## config.mk

```make
export PLATFORM = sky130hd
export DESIGN_NAME = div_4bit_seq_flat
export DESIGN_NICKNAME = d
export VERILOG_FILES = /design/src/rtl/div_pkg.sv /design/src/rtl/div_4bit_seq_if.sv /design/src/rtl/div_step.sv /design/src/rtl/div_4bit_seq.sv /design/src/flat_wrapper.sv
export SDC_FILE = /design/constraint.sdc
export NUM_CORES = 1
export LEC_CHECK = 0
export ABC_CLOCK_PERIOD_IN_PS = 2300
export BUFFER_PORTS_ARGS = -buffer_cell sky130_fd_sc_hd__buf_2
export CAP_MARGIN = 20
export CORE_MARGIN = 4
export CORE_UTILIZATION = 54
export DETAILED_ROUTE_END_ITERATION = 8
export GPL_TIMING_DRIVEN = 0
export HOLD_SLACK_MARGIN = 0.06
export PLACE_DENSITY = 0.74
export SYNTH_ARGS = -nofsm -noshare
export SYNTH_HDL_FRONTEND = slang
export SYNTH_SLANG_ARGS = --single-unit
```

## constraint.sdc

```tcl
create_clock -name clk -period 2.3 [get_ports clk]
set_clock_uncertainty 0.1 [all_clocks]
set_input_delay 0.115 -clock clk [delete_from_list [all_inputs] [get_ports clk]]
set_output_delay 0.115 -clock clk [all_outputs]
set_load 0.01 [all_outputs]
```

## src/rtl/div_pkg.sv

```systemverilog
// Shared types and constants for the sequential restoring divider.
package div_pkg;

  // Controller states. The 2-bit encoding is fixed so that state values read
  // the same way in every build.
  typedef enum logic [1:0] {
    ST_IDLE = 2'd0,
    ST_RUN  = 2'd1,
    ST_DONE = 2'd2
  } div_state_e;

  // Default operand width. It matches the neighbouring 4-bit multiplier.
  localparam int DIV_WIDTH_DFLT = 4;

  // Width of the step counter. It must be able to count WIDTH restoring steps.
  function automatic int step_cnt_w(input int width);
    return $clog2(width + 1);
  endfunction

endpackage

```

## src/rtl/div_4bit_seq_if.sv

```systemverilog
// Request/result bundle for div_4bit_seq. The requester drives start and the
// operands. The divider returns status and results.
interface div_4bit_seq_if
  import div_pkg::*;
#(
  parameter int WIDTH = DIV_WIDTH_DFLT
);
  logic             start;
  logic [WIDTH-1:0] dividend;
  logic [WIDTH-1:0] divisor;
  logic             busy;
  logic             done;
  logic [WIDTH-1:0] quotient;
  logic [WIDTH-1:0] remainder;
  logic             div_by_zero;

  modport master (
    output start, dividend, divisor,
    input  busy, done, quotient, remainder, div_by_zero
  );

  modport slave (
    input  start, dividend, divisor,
    output busy, done, quotient, remainder, div_by_zero
  );
endinterface

```

## src/rtl/div_step.sv

```systemverilog
// One combinational restoring-division step. It shifts the next dividend bit
// into the partial remainder, then subtracts the divisor when the result is
// large enough.
module div_step #(
  parameter int WIDTH = 4
) (
  input  logic [WIDTH:0]   rem_i,
  input  logic             bit_i,
  input  logic [WIDTH-1:0] dvs_i,
  output logic [WIDTH:0]   rem_o,
  output logic             q_o
);
  // The full partial remainder is carried through the shift. Its top bit is
  // always zero between steps, so the final truncation loses nothing.
  logic [WIDTH+1:0] shifted;
  logic [WIDTH+1:0] dvs_ext;

  assign shifted = {rem_i, bit_i};
  assign dvs_ext = {2'b00, dvs_i};

  // Restoring step: subtract only when the result stays non-negative.
  always_comb begin
    if (shifted >= dvs_ext) begin
      rem_o = (WIDTH+1)'(shifted - dvs_ext);
      q_o   = 1'b1;
    end else begin
      rem_o = (WIDTH+1)'(shifted);
      q_o   = 1'b0;
    end
  end
endmodule

```

## src/rtl/div_4bit_seq.sv

```systemverilog
// Iterative unsigned restoring divider. It produces one quotient bit per clock,
// MSB first, and pulses done for one cycle when quotient/remainder are valid.
// Optional feature: define DIV_ZERO_FAST_EN to short-circuit a zero divisor
// straight to DONE and flag it on div_by_zero.
module div_4bit_seq
  import div_pkg::*;
#(
  parameter int WIDTH = DIV_WIDTH_DFLT
) (
  input  logic            clk,
  input  logic            rst,
  div_4bit_seq_if.slave   bus
);
  localparam int CW = step_cnt_w(WIDTH);

  div_state_e       state_q,     state_d;
  logic [WIDTH-1:0] dvd_q,       dvd_d;        // dividend shift register, MSB consumed first
  logic [WIDTH-1:0] dvs_q,       dvs_d;        // divisor captured at start
  logic [WIDTH:0]   rem_q,       rem_d;        // partial remainder
  logic [WIDTH-1:0] quo_q,       quo_d;        // quotient bits collected so far
  logic [CW-1:0]    cnt_q,       cnt_d;        // restoring steps completed
  logic [WIDTH-1:0] quotient_q,  quotient_d;
  logic [WIDTH-1:0] remainder_q, remainder_d;
`ifdef DIV_ZERO_FAST_EN
  logic             dbz_q,       dbz_d;
`endif

  logic [WIDTH:0]   step_rem;
  logic             step_q;

  div_step #(.WIDTH(WIDTH)) u_step (
    .rem_i (rem_q),
    .bit_i (dvd_q[WIDTH-1]),
    .dvs_i (dvs_q),
    .rem_o (step_rem),
    .q_o   (step_q)
  );

  // State and datapath registers. The synchronous reset discards any
  // operation in flight.
  always_ff @(posedge clk) begin
    // NOTE: every sequential update uses <= so that all flops sample values
    // from before the edge, regardless of the statement order.
    if (rst) begin
      state_q     <= ST_IDLE;
      dvd_q       <= '0;
      dvs_q       <= '0;
      rem_q       <= '0;
      quo_q       <= '0;
      cnt_q       <= '0;
      quotient_q  <= '0;
      remainder_q <= '0;
`ifdef DIV_ZERO_FAST_EN
      dbz_q       <= 1'b0;
`endif
    end else begin
      state_q     <= state_d;
      dvd_q       <= dvd_d;
      dvs_q       <= dvs_d;
      rem_q       <= rem_d;
      quo_q       <= quo_d;
      cnt_q       <= cnt_d;
      quotient_q  <= quotient_d;
      remainder_q <= remainder_d;
`ifdef DIV_ZERO_FAST_EN
      dbz_q       <= dbz_d;
`endif
    end
  end

  // Next-state and datapath update. Results load only when DONE is entered.
  always_comb begin
    // NOTE: every signal gets a hold default first. Any branch that skips one
    // of them then still leaves it defined, so no latch is inferred.
    state_d     = state_q;
    dvd_d       = dvd_q;
    dvs_d       = dvs_q;
    rem_d       = rem_q;
    quo_d       = quo_q;
    cnt_d       = cnt_q;
    quotient_d  = quotient_q;
    remainder_d = remainder_q;
`ifdef DIV_ZERO_FAST_EN
    dbz_d       = dbz_q;
`endif
    case (state_q)
      ST_IDLE: begin
        if (bus.start) begin
          dvd_d   = bus.dividend;
          dvs_d   = bus.divisor;
          rem_d   = '0;
          quo_d   = '0;
          cnt_d   = '0;
          state_d = ST_RUN;
`ifdef DIV_ZERO_FAST_EN
          dbz_d   = 1'b0;
          if (bus.divisor == '0) begin
            state_d     = ST_DONE;
            quotient_d  = '1;
            remainder_d = bus.dividend;
            dbz_d       = 1'b1;
          end
`endif
        end
      end
      ST_RUN: begin
        dvd_d = {dvd_q[WIDTH-2:0], 1'b0};
        rem_d = step_rem;
        quo_d = {quo_q[WIDTH-2:0], step_q};
        cnt_d = cnt_q + 1'b1;
        if (cnt_q == CW'(WIDTH - 1)) begin
          state_d     = ST_DONE;
          quotient_d  = quo_d;
          remainder_d = step_rem[WIDTH-1:0];
        end
      end
      ST_DONE: state_d = ST_IDLE;
      default: state_d = ST_IDLE;
    endcase
  end

  // Outputs: the status comes from the state, and the results come from the
  // held registers.
  always_comb begin
    bus.busy      = (state_q != ST_IDLE);
    bus.done      = (state_q == ST_DONE);
    bus.quotient  = quotient_q;
    bus.remainder = remainder_q;
`ifdef DIV_ZERO_FAST_EN
    bus.div_by_zero = dbz_q;
`else
    bus.div_by_zero = 1'b0;
`endif
  end
endmodule
```

## src/flat_wrapper.sv

```systemverilog
// flat-port wrapper written by rule: the top's interface ports become plain ports
module div_4bit_seq_flat import div_pkg::*;
#(
  parameter int WIDTH = DIV_WIDTH_DFLT
)
  (clk, rst, bus_start, bus_dividend, bus_divisor, bus_busy, bus_done, bus_quotient, bus_remainder, bus_div_by_zero);
  div_4bit_seq_if #(.WIDTH(WIDTH)) bus_i ();
  input  logic clk;
  input  logic rst;
  input wire logic [$bits(bus_i.start)-1:0] bus_start;
  input wire logic [$bits(bus_i.dividend)-1:0] bus_dividend;
  input wire logic [$bits(bus_i.divisor)-1:0] bus_divisor;
  output wire logic [$bits(bus_i.busy)-1:0] bus_busy;
  output wire logic [$bits(bus_i.done)-1:0] bus_done;
  output wire logic [$bits(bus_i.quotient)-1:0] bus_quotient;
  output wire logic [$bits(bus_i.remainder)-1:0] bus_remainder;
  output wire logic [$bits(bus_i.div_by_zero)-1:0] bus_div_by_zero;
  assign bus_i.start = bus_start;
  assign bus_i.dividend = bus_dividend;
  assign bus_i.divisor = bus_divisor;
  assign bus_busy = bus_i.busy;
  assign bus_done = bus_i.done;
  assign bus_quotient = bus_i.quotient;
  assign bus_remainder = bus_i.remainder;
  assign bus_div_by_zero = bus_i.div_by_zero;
  div_4bit_seq #(.WIDTH(WIDTH)) u_core (.clk(clk), .rst(rst), .bus(bus_i));
endmodule
```

==> results of run 1 <==
worst max-delay path: cells and delay by family (launching register included):
kind | cells | cell delay (ns)
compound gates | 2 | 0.45
flops | 1 | 0.33
simple gates | 2 | 0.55
fa+ha+maj | 2 | 0.56
buf+inv | 2 | 0.14
power by group:
group	internal, mW	leakage (nW)	switching (mW)
logic	0.106	0.422	0.157
clock network	0.115	0.0310	0.190
registers	0.527	0.236	0.0180
total	0.748	0.689	0.365
through the flow:
step / cell area (um2) / cells / power, mW / hold slack (ns) / setup slack (ns)
finish: 1640 / 220 / 1.11 / 0.173 / 0.114
global route: 1640 / 220 / 1.18 / 0.168 / 0.00450
CTS: 1630 / 219 / 1.11 / 0.157 / 0.125
detailed placement: 1500 / 203 / 0.798 / 0.257 / 0.150
global placement: 1500 / 203 / 0.790 / 0.239 / 0.155
floorplan: 1370 / 156 / 0.738 / 0.154 / 0.294
logic make-up after synthesis:
kind of cell | Yosys count
simple gates | 60
other cells | 1
flops | 29
fa+ha+maj | 7
xor+xnor | 2
buf+inv | 17
compound gates | 36
mux | 4
synthesized netlist by cell type (2+ instances only):
library cell / n / share of area
a211oi_1: 2 / 0.011
a22oi_1: 4 / 0.022
nor2_1: 27 / 0.074
a21oi_1: 8 / 0.029
a32o_1: 2 / 0.015
dfxtp_1: 29 / 0.43
a21o_1: 2 / 0.011
a41oi_1: 2 / 0.013
mux2i_1: 4 / 0.029
o31ai_1: 4 / 0.022
buf_4: 2 / 0.011
nand2_1: 14 / 0.038
ha_1: 6 / 0.055
nand3_1: 2 / 0.0073
inv_1: 7 / 0.019
nand3b_1: 2 / 0.011
o21ai_1: 2 / 0.0073
nor3b_1: 2 / 0.011
a311oi_1: 4 / 0.026
clkbuf_1: 5 / 0.014
nand4_1: 2 / 0.0092
worst max-delay path by stage:
| stage | end | slack, ns | startpoint |
|---|---|---|---|
| after floorplan | u_core.rem_q[4] | 0.29 | u_core.dvd_q[3] |
| after global placement | u_core.rem_q[4] | 0.16 | u_core.dvd_q[3] |
| after detailed placement | u_core.rem_q[4] | 0.15 | u_core.dvd_q[3] |
| after CTS | u_core.rem_q[4] | 0.12 | u_core.dvd_q[3] |
| after global routing | u_core.rem_q[4] | 0.005 | u_core.dvd_q[3] |
| final | u_core.rem_q[4] | 0.11 | u_core.dvd_q[3] |
sequential cells by signal (all words and copies together) (netlist names):
| name | cells |
|---|---|
| u_core.bus.quotient | 4 |
| u_core.bus.remainder | 4 |
| u_core.cnt_q | 3 |
| u_core.dvd_q | 4 |
| u_core.dvs_q | 4 |
| u_core.quo_q | 3 |
| u_core.rem_q | 5 |
| u_core.state_q | 2 |
metal layers:
layer | GRT usage | vias to the layer above | wire (um)
li1 | - | 611 | -
met1 | 0.250 | 557 | 1330
met2 | 0.308 | 46 | 1360
met3 | 0.0713 | 8 | 244
met4 | 0.0927 | 0 | 59
met5 | 0 | - | 0
layout make-up:
type,instances,area share
Clock inverter,3,0.0107
Tap cell,28,0.0214
Multi-Input combinational cell,110,0.430
Timing Repair Buffer,28,0.112
Buffer,9,0.0306
Sequential cell,29,0.354
Clock buffer,5,0.0229
Inverter,8,0.0183
what timing repair did:
| item | CTS | global route |
|---|---|---|
| buffers inserted | 0 | 1 |
| hold buffers | 8 | 0 |
| setup endpoints to repair | 0 | 1 |
| resized for setup | 0 | 0 |
| hold endpoints to repair | 8 | 0 |
==> flow_summary.json, run 1 <==
{
  "end_kind": "register",
  "async_flop_share": 0,
  "synth_compound_area_frac": 0.191,
  "relSlewSlack": 0.582,
  "io-pin-count": 22,
  "worstPathArrival_ns": 2.36,
  "viasPerCell": 5.55,
  "critPathMaxFanout": 6,
  "layout_commonest_cell": "dfxtp_1",
  "cts_root_buf": "clkbuf_4",
  "clkTransAtPathRegs_ns": 0.10,
  "grt_pass1_wl_um": 5140,
  "n_fill_cell": 187,
  "min_from": "bus_start",
  "gp_congestion": 0.939,
  "first_pass_iters": 4,
  "initial_utilization": 0.589,
  "fin_tns_setup_ns": 0,
  "slowest_stage": "or4_1",
  "die_h_um": 58.3,
  "p_per_area_nw_per_um2": 679,
  "min_period_ns": 2.19,
  "ys_seq_area_frac": 0.425,
  "insertion_delay_ns": 0.34,
  "mostFrequentLayoutCells": "dfxtp_1 (29), nor2_1 (27), buf_2 (20)",
  "criticalPathCategory": "reg -> reg",
  "r2r_slack_ns": 0.11,
  "rsz0062_at_grt": "no",
  "wirelength_um": 2990,
  "synth_area_per_cell_um2": 8.75,
  "drc_errors": 0,
  "period_share": 0.950,
  "die_x_um": 58.3,
  "reg2reg_from": "u_core.dvd_q[3]",
  "rows": 17,
  "cap_violations": 0,
  "multiInputGateArea_um2": 704,
  "grt_max_degree": 11,
  "ir_drop_v": 0.000605,
  "synth_top_family_by_area": "simple AND/OR/NAND/NOR gates",
  "synth_top_flop_cell": "dfxtp_1",
  "cts_buffer_depth": 2,
  "grt_util_all_layers": 0.201,
  "r2r-end": "u_core.rem_q[4]",
  "synth_xor_area_frac": 0.0128,
  "ant_nets": 0,
  "finalSetupViolations": 0,
  "synth-simple-area-share": 0.211,
  "syn_area_um2": 1370,
  "drt_iter0_markers": 42,
  "htree_levels": 2,
  "clock.fmax_mhz": 458,
  "antenna_cells": 0,
  "synth_cell_type_count": 45,
  "synth_edf_count": 0,
  "cts_tree": "done",
  "synthCells": 156,
  "path_cells": "inv_1, ha_1, inv_1, fa_1, a21o_1, a21o_1, or4_1, nand2_1",
  "ff_latch_area_um2": 581,
  "nNetsFinal": 209,
  "core_region_area_um2": 2320,
  "dp_hpwl_um": 2240,
  "crit_required_ns": 2.48,
  "critical_path.max_stage_delay_ns": 0.48,
  "area_growth_pct": 20.0,
  "wl_per_cell_um": 13.6,
  "hold_depth": 4,
  "min_to": "u_core.cnt_q[1]",
  "port_buffers": 19,
  "tightest_slew_ns": 0.624,
  "syn_nets": 174,
  "ys_ff_latch": 29,
  "clock_sinks": 29,
  "ys_warn_count": 0,
  "antenna_found_initial": 0,
  "routed-via-count": 1222,
  "muxShareOfSynthArea": 0.0293,
  "p_leak_nw": 0.689,
  "yosys.area_share.adder": 0.0697,
  "cts_buffers": 5,
  "hold_class": "in -> reg",
  "slew_viol_final": 0,
  "grt_overflow": 0,
  "worstRegToRegCells": 8,
  "crit_path_start_kind": "register",
  "hold_viol": 0,
  "fin_util": 0.706,
  "drive_gt1_frac": 0.203,
  "outcome": "completed",
  "first_global_vias": 1164,
  "die-area_um2": 3400
}
Power figures use the tool's default switching activity.
==> run 2, diff against run 1 <==
--- a/config.mk
+++ b/config.mk
@@ -6,7 +6,7 @@
 export NUM_CORES = 1
 export LEC_CHECK = 0
 export ABC_CLOCK_PERIOD_IN_PS = 2300
-export BUFFER_PORTS_ARGS = -buffer_cell sky130_fd_sc_hd__buf_2
+export BUFFER_PORTS_ARGS = -buffer_cell sky130_fd_sc_hd__clkbuf_2
 export CAP_MARGIN = 20
 export CORE_MARGIN = 4
 export CORE_UTILIZATION = 54
==> flow_summary.json, run 2 (same netlist as run 1, synthesis figures left out) <==
{
  "n_fill_cell": 204,
  "hold_class": "in -> reg",
  "slowest_stage": "or4_1",
  "slew_viol_final": 0,
  "routed-via-count": 1215,
  "wl_per_cell_um": 13.8,
  "core_region_area_um2": 2320,
  "hold_viol": 0,
  "criticalPathCategory": "reg -> reg",
  "outcome": "completed",
  "min_period_ns": 2.15,
  "holdWs_ns": 0.171,
  "layout_commonest_cell": "dfxtp_1",
  "port_buffers": 19,
  "critical_path.max_stage_delay_ns": 0.48,
  "first_global_vias": 1174,
  "crit_path_start_kind": "register",
  "viasPerCell": 5.55,
  "largest_reg_flops": 5,
  "initial_utilization": 0.589,
  "clock_sinks": 29,
  "wirelength_um": 3010,
  "io-pin-count": 22,
  "clock.fmax_mhz": 464,
  "rsz0062_at_grt": "no",
  "cts_buffers": 5,
  "tightest_slew_ns": 0.646,
  "crit_family": "adder cells",
  "mostFrequentLayoutCells": "dfxtp_1 (29), nor2_1 (27), clkbuf_2 (19)",
  "drive_gt1_frac": 0.204,
  "grt_overflow": 0,
  "insertion_delay_ns": 0.34,
  "critPathMaxFanout": 7,
  "dp_hpwl_um": 2140,
  "drt_iter0_markers": 33,
  "period_share": 0.936,
  "fin_area_um2": 1630,
  "ir_drop_v": 0.000460,
  "grt_util_all_layers": 0.205,
  "gp_congestion": 0.903,
  "p_leak_nw": 0.676,
  "fin_tns_setup_ns": 0,
  "grt_pass1_wl_um": 5220,
  "placed_area_um2": 1500,
  "htree_levels": 2,
  "nNetsFinal": 208,
  "cts_tree": "done",
  "p_per_area_nw_per_um2": 682,
  "drc_errors": 0,
  "worstPathArrival_ns": 2.35,
  "ant_nets": 0,
  "post-place-ws_ns": 0.153,
  "end_kind": "register",
  "finalSetupViolations": 0,
  "path_cells": "inv_1, ha_2, inv_1, fa_1, a21o_1, a21o_1, or4_1, nand2_1",
  "clkTransAtPathRegs_ns": 0.10,
  "die_h_um": 58.3,
  "cp_num_buf_inv": 2,
  "die-area_um2": 3400,
  "grt_max_degree": 11,
  "cap_violations": 0,
  "crit_required_ns": 2.49,
  "final.setup.worst_slack_ns": 0.146,
  "antenna_found_initial": 0,
  "relSlewSlack": 0.568,
  "die_x_um": 58.3,
  "cts_buffer_depth": 2,
  "regMostFlops": "u_core.rem_q",
  "cts_root_buf": "clkbuf_4",
  "first_pass_iters": 4,
  "rows": 17,
  "area_growth_pct": 19.6,
  "antenna_cells": 0
}
[run 2: cell count changes in the layout (fill, tap and decap cells not counted), sizes merged]
cell | before | now
clkbuf | 10 | 29
buf | 24 | 4
[run 2: what timing repair did]
action,in CTS,in global routing
hold buffers,8,0
endpoints found under the setup margin,0,1
endpoints found under the hold margin,8,0
resized for setup,0,1
setup buffers,0,0
[run 2: metrics by stage]
step	power, mW	cells	util
2_1_floorplan	0.738	156	-
3_3_place_gp	0.794	203	0.645
3_5_place_dp	0.798	203	0.645
4_1_cts	1.12	219	0.703
5_1_grt	1.18	219	0.704
6_report	1.11	219	0.704
[run 2: final cells by class]
cell class	instances	area (um2)	share of cell area
inverters	8	30.0	0.0184
clock inverters	3	17.5	0.0107
multi-input cells	110	707	0.433
well taps	28	35.0	0.0215
flip-flops and latches	29	581	0.356
repair buffers	27	175	0.107
plain buffers	9	50.0	0.0307
clock buffers	5	37.5	0.0230
[run 2: path summary, 6_finish.rpt]
kind	start	to	slack, ns	cells past startpoint
max	u_core.dvd_q[3]	u_core.rem_q[4]	0.15	8
min	bus_start	u_core.cnt_q[2]	0.17	4
max reg2reg	u_core.dvd_q[3]	u_core.rem_q[4]	0.15	8
min reg2reg	u_core.bus.remainder[0]	u_core.bus.remainder[0]	0.38	1
[run 2: report_power, final]
part           switching, mW  internal (mW)  total (mW)  leakage [nW]
combinational          0.158          0.100       0.258         0.409
sequential            0.0187          0.527       0.546         0.236
clock                  0.195          0.115       0.310        0.0310
total                  0.372          0.742        1.11         0.676
[run 2: tightest hold or removal path, cell delays in order]
cell and delay, ns:
clkbuf_2 0.10, o21bai_1 0.14, a21oi_1 0.17, nor2_1 0.04
[run 2: layer usage]
metal  routed length, um  track usage  part of all wire  vias up
li1                    -            -                 -      614
met1                1430        0.250              0.47      564
met2                1350        0.317              0.45       29
met3                 155       0.0690             0.051        8
met4                  76        0.106             0.025        0
met5                   0            0                 0        -
==> run 3, diff against run 2 <==
--- a/config.mk
+++ b/config.mk
@@ -9,11 +9,12 @@
 export BUFFER_PORTS_ARGS = -buffer_cell sky130_fd_sc_hd__clkbuf_2
 export CAP_MARGIN = 20
 export CORE_MARGIN = 4
-export CORE_UTILIZATION = 54
+export CORE_UTILIZATION = 53
 export DETAILED_ROUTE_END_ITERATION = 8
 export GPL_TIMING_DRIVEN = 0
 export HOLD_SLACK_MARGIN = 0.06
-export PLACE_DENSITY = 0.74
+export PLACE_DENSITY = 0.73
 export SYNTH_ARGS = -nofsm -noshare
 export SYNTH_HDL_FRONTEND = slang
+export SYNTH_HIERARCHICAL = 1
 export SYNTH_SLANG_ARGS = --single-unit
==> flow_summary.json, run 3 <==
{
  "placed_cells": 201,
  "syn_area_um2": 1360,
  "critPathMaxFanout": 3,
  "area_growth_pct": 29.4,
  "outcome": "completed",
  "synth_area_per_cell_um2": 8.97,
  "cts_buffer_depth": 2,
  "ys_ff_latch": 29,
  "ys_seq_area_frac": 0.426,
  "synth_top_family_by_area": "compound AO/OA/AOI/OAI gates",
  "combinationalPowerShare": 0.219,
  "power.total_mw": 1.26,
  "critical_path.max_stage_delay_ns": 0.34,
  "nNetsFinal": 211,
  "slew_viol_final": 0,
  "layout_commonest_cell": "dfxtp_1",
  "p_per_area_nw_per_um2": 711,
  "hold_class": "in -> reg",
  "path_depth": 10,
  "worstPathArrival_ns": 2.38,
  "ant_nets": 0,
  "cts_root_buf": "clkbuf_4",
  "power_switching_uw": 332,
  "initial_utilization": 0.556,
  "drt_iter0_markers": 38,
  "hold_viol": 0,
  "muxShareOfSynthArea": 0.0844,
  "fin_area_um2": 1760,
  "die_x_um": 58.7,
  "cp_num_buf_inv": 3,
  "n_fill_cell": 189,
  "largest_reg_flops": 5,
  "placed_area_um2": 1500,
  "slowest_stage": "fa_2",
  "synth_area_leaders": "dfxtp_1 (43%), mux2i_1 (7.3%), nand2_1 (5.8%)",
  "async_flop_share": 0,
  "crit_path_start_kind": "register",
  "end_kind": "register",
  "pwr-share-seq": 0.432,
  "clock_sinks": 29,
  "dp_hpwl_um": 1960,
  "crit_family": "compound AO/OA/AOI/OAI gates",
  "synth_top_flop_cell": "dfxtp_1",
  "grt_util_all_layers": 0.197,
  "p_int_uw": 924,
  "grt_pass1_wl_um": 5150,
  "wl_per_cell_um": 13.2,
  "antenna_found_initial": 0,
  "ys_warn_count": 6,
  "p_sw_frac": 0.264,
  "path_cells": "inv_2, ha_4, inv_2, fa_2, a21o_4, a2111oi_4, buf_4, mux2_4, a22oi_2, nor2_1",
  "grt_max_degree": 11,
  "crit_required_ns": 2.40,
  "criticalPathCategory": "reg -> reg",
  "yosysMostFrequentCell": "dfxtp_1",
  "core_region_area_um2": 2450,
  "synth_edf_count": 0,
  "io-pin-count": 22,
  "cap_violations": 0,
  "final_cells": 224,
  "hold_depth": 2,
  "synthCells": 152,
  "clockPowerShare": 0.349,
  "viasPerCell": 5.22,
  "yosys.area_share.adder": 0.0697,
  "gp_congestion": 0.781,
  "synth_cell_type_count": 33,
  "synth_commonest_cells": "dfxtp_1 (29), nand2_1 (21), nor2_1 (21)",
  "period_share": 0.990,
  "die-area_um2": 3450,
  "cts_tree": "done",
  "rows": 18,
  "insertion_delay_ns": 0.33,
  "clock.fmax_mhz": 439,
  "min_period_ns": 2.28,
  "port_buffers": 19,
  "cts_buffers": 5,
  "syn_nets": 170,
  "wirelength_um": 2960,
  "drc_errors": 0,
  "synth_xor_area_frac": 0.0128,
  "htree_levels": 2,
  "crit_top_cell": "inv_2",
  "grt_overflow": 0,
  "worstRegToRegCells": 10,
  "first_pass_iters": 4,
  "die_h_um": 58.7,
  "regMostFlops": "u_core/rem_q",
  "routed-via-count": 1169,
  "antenna_cells": 0,
  "p_leak_nw": 0.756,
  "clkTransAtPathRegs_ns": 0.09,
  "rsz0062_at_grt": "yes",
  "finalSetupViolations": 0,
  "yosysTopAreaCell": "dfxtp_1",
  "ir_drop_v": 0.000538,
  "mostFrequentLayoutCells": "dfxtp_1 (27), nor2_1 (21), nand2_1 (21)",
  "first_global_vias": 1141,
  "synth_top_area_share": 0.426,
  "synth-simple-area-share": 0.154,
  "synth_compound_area_frac": 0.183,
  "drive_gt1_frac": 0.278
}
run 3: kinds of logic after synthesis:
group,count (synthesis)
AND/OR/NAND/NOR,48
AO/OA/AOI/OAI,34
other,1
buffers and inverters,20
XOR/XNOR,2
multiplexers,11
adder cells (fa/ha/maj),7
flip-flops,29
run 3: per-stage QoR:
step           hold WS [ns]  setup slack (ns)  TNS (ns)  utilization
3_5_place_dp          0.259            -0.168    -0.455        0.611
3_3_place_gp          0.253            -0.103    -0.131        0.611
5_1_grt               0.101           -0.0352    -0.111        0.719
4_1_cts              0.0646           -0.0429   -0.0473        0.710
6_report             0.0752            0.0231         0        0.719
2_1_floorplan         0.162            0.0240         0            -
run 3: layout make-up:
| type | instances | area (um2) | share of cell area |
|---|---|---|---|
| multi-input cells | 103 | 733 | 0.416 |
| flip-flops and latches | 29 | 583 | 0.330 |
| repair buffers | 34 | 233 | 0.132 |
| clock buffers | 7 | 55.1 | 0.0312 |
| plain buffers | 9 | 51.3 | 0.0291 |
| inverters | 11 | 41.3 | 0.0234 |
| well taps | 30 | 37.5 | 0.0213 |
| clock inverters | 1 | 30.0 | 0.0170 |
run 3: worst paths after layout:
path | startpoint | end | slack, ns
setup / recovery | u_core/dvd_q[3] | u_core/rem_q[1] | 0.02
hold reg to reg | u_core/bus.quotient[2] | u_core/bus.quotient[2] | 0.36
hold / removal | rst | u_core/cnt_q[0] | 0.08
setup reg to reg | u_core/dvd_q[3] | u_core/rem_q[1] | 0.02
run 3: timing repair:
action	CTS	global route
endpoints found under the setup margin	5	8
hold buffers	10	0
pin swaps	8	3
endpoints found under the hold margin	13	0
buffers inserted	4	1
resized for setup	12	3
run 3: worst reg2reg max path: cells and delay by family, from the launching register on:
kind / cells / cell delay, ns
DFF: 1 / 0.33
muxes: 1 / 0.31
and+or+nand+nor: 1 / 0.05
buffers and inverters: 3 / 0.28
AOI/OAI and AO/OA: 3 / 0.61
adders and majority gates: 2 / 0.47
run 3: routing by layer:
metal  GRT usage  vias up  share of wire
met5           0        -              0
met4      0.0583        0          0.010
met3      0.0658        5          0.036
met2       0.333       17           0.51
met1       0.236      550           0.44
li1            -      597              -
run 3: power by group through the flow:
| stage | logic (mW) | clock network, mW | registers (mW) |
|---|---|---|---|
| final | 0.275 | 0.438 | 0.543 |
| after global routing | 0.298 | 0.472 | 0.546 |
| after CTS | 0.258 | 0.451 | 0.542 |
| after detailed placement | 0.208 | 0 | 0.553 |
| after global placement | 0.199 | 0 | 0.551 |
| after floorplan | 0.165 | 0 | 0.549 |
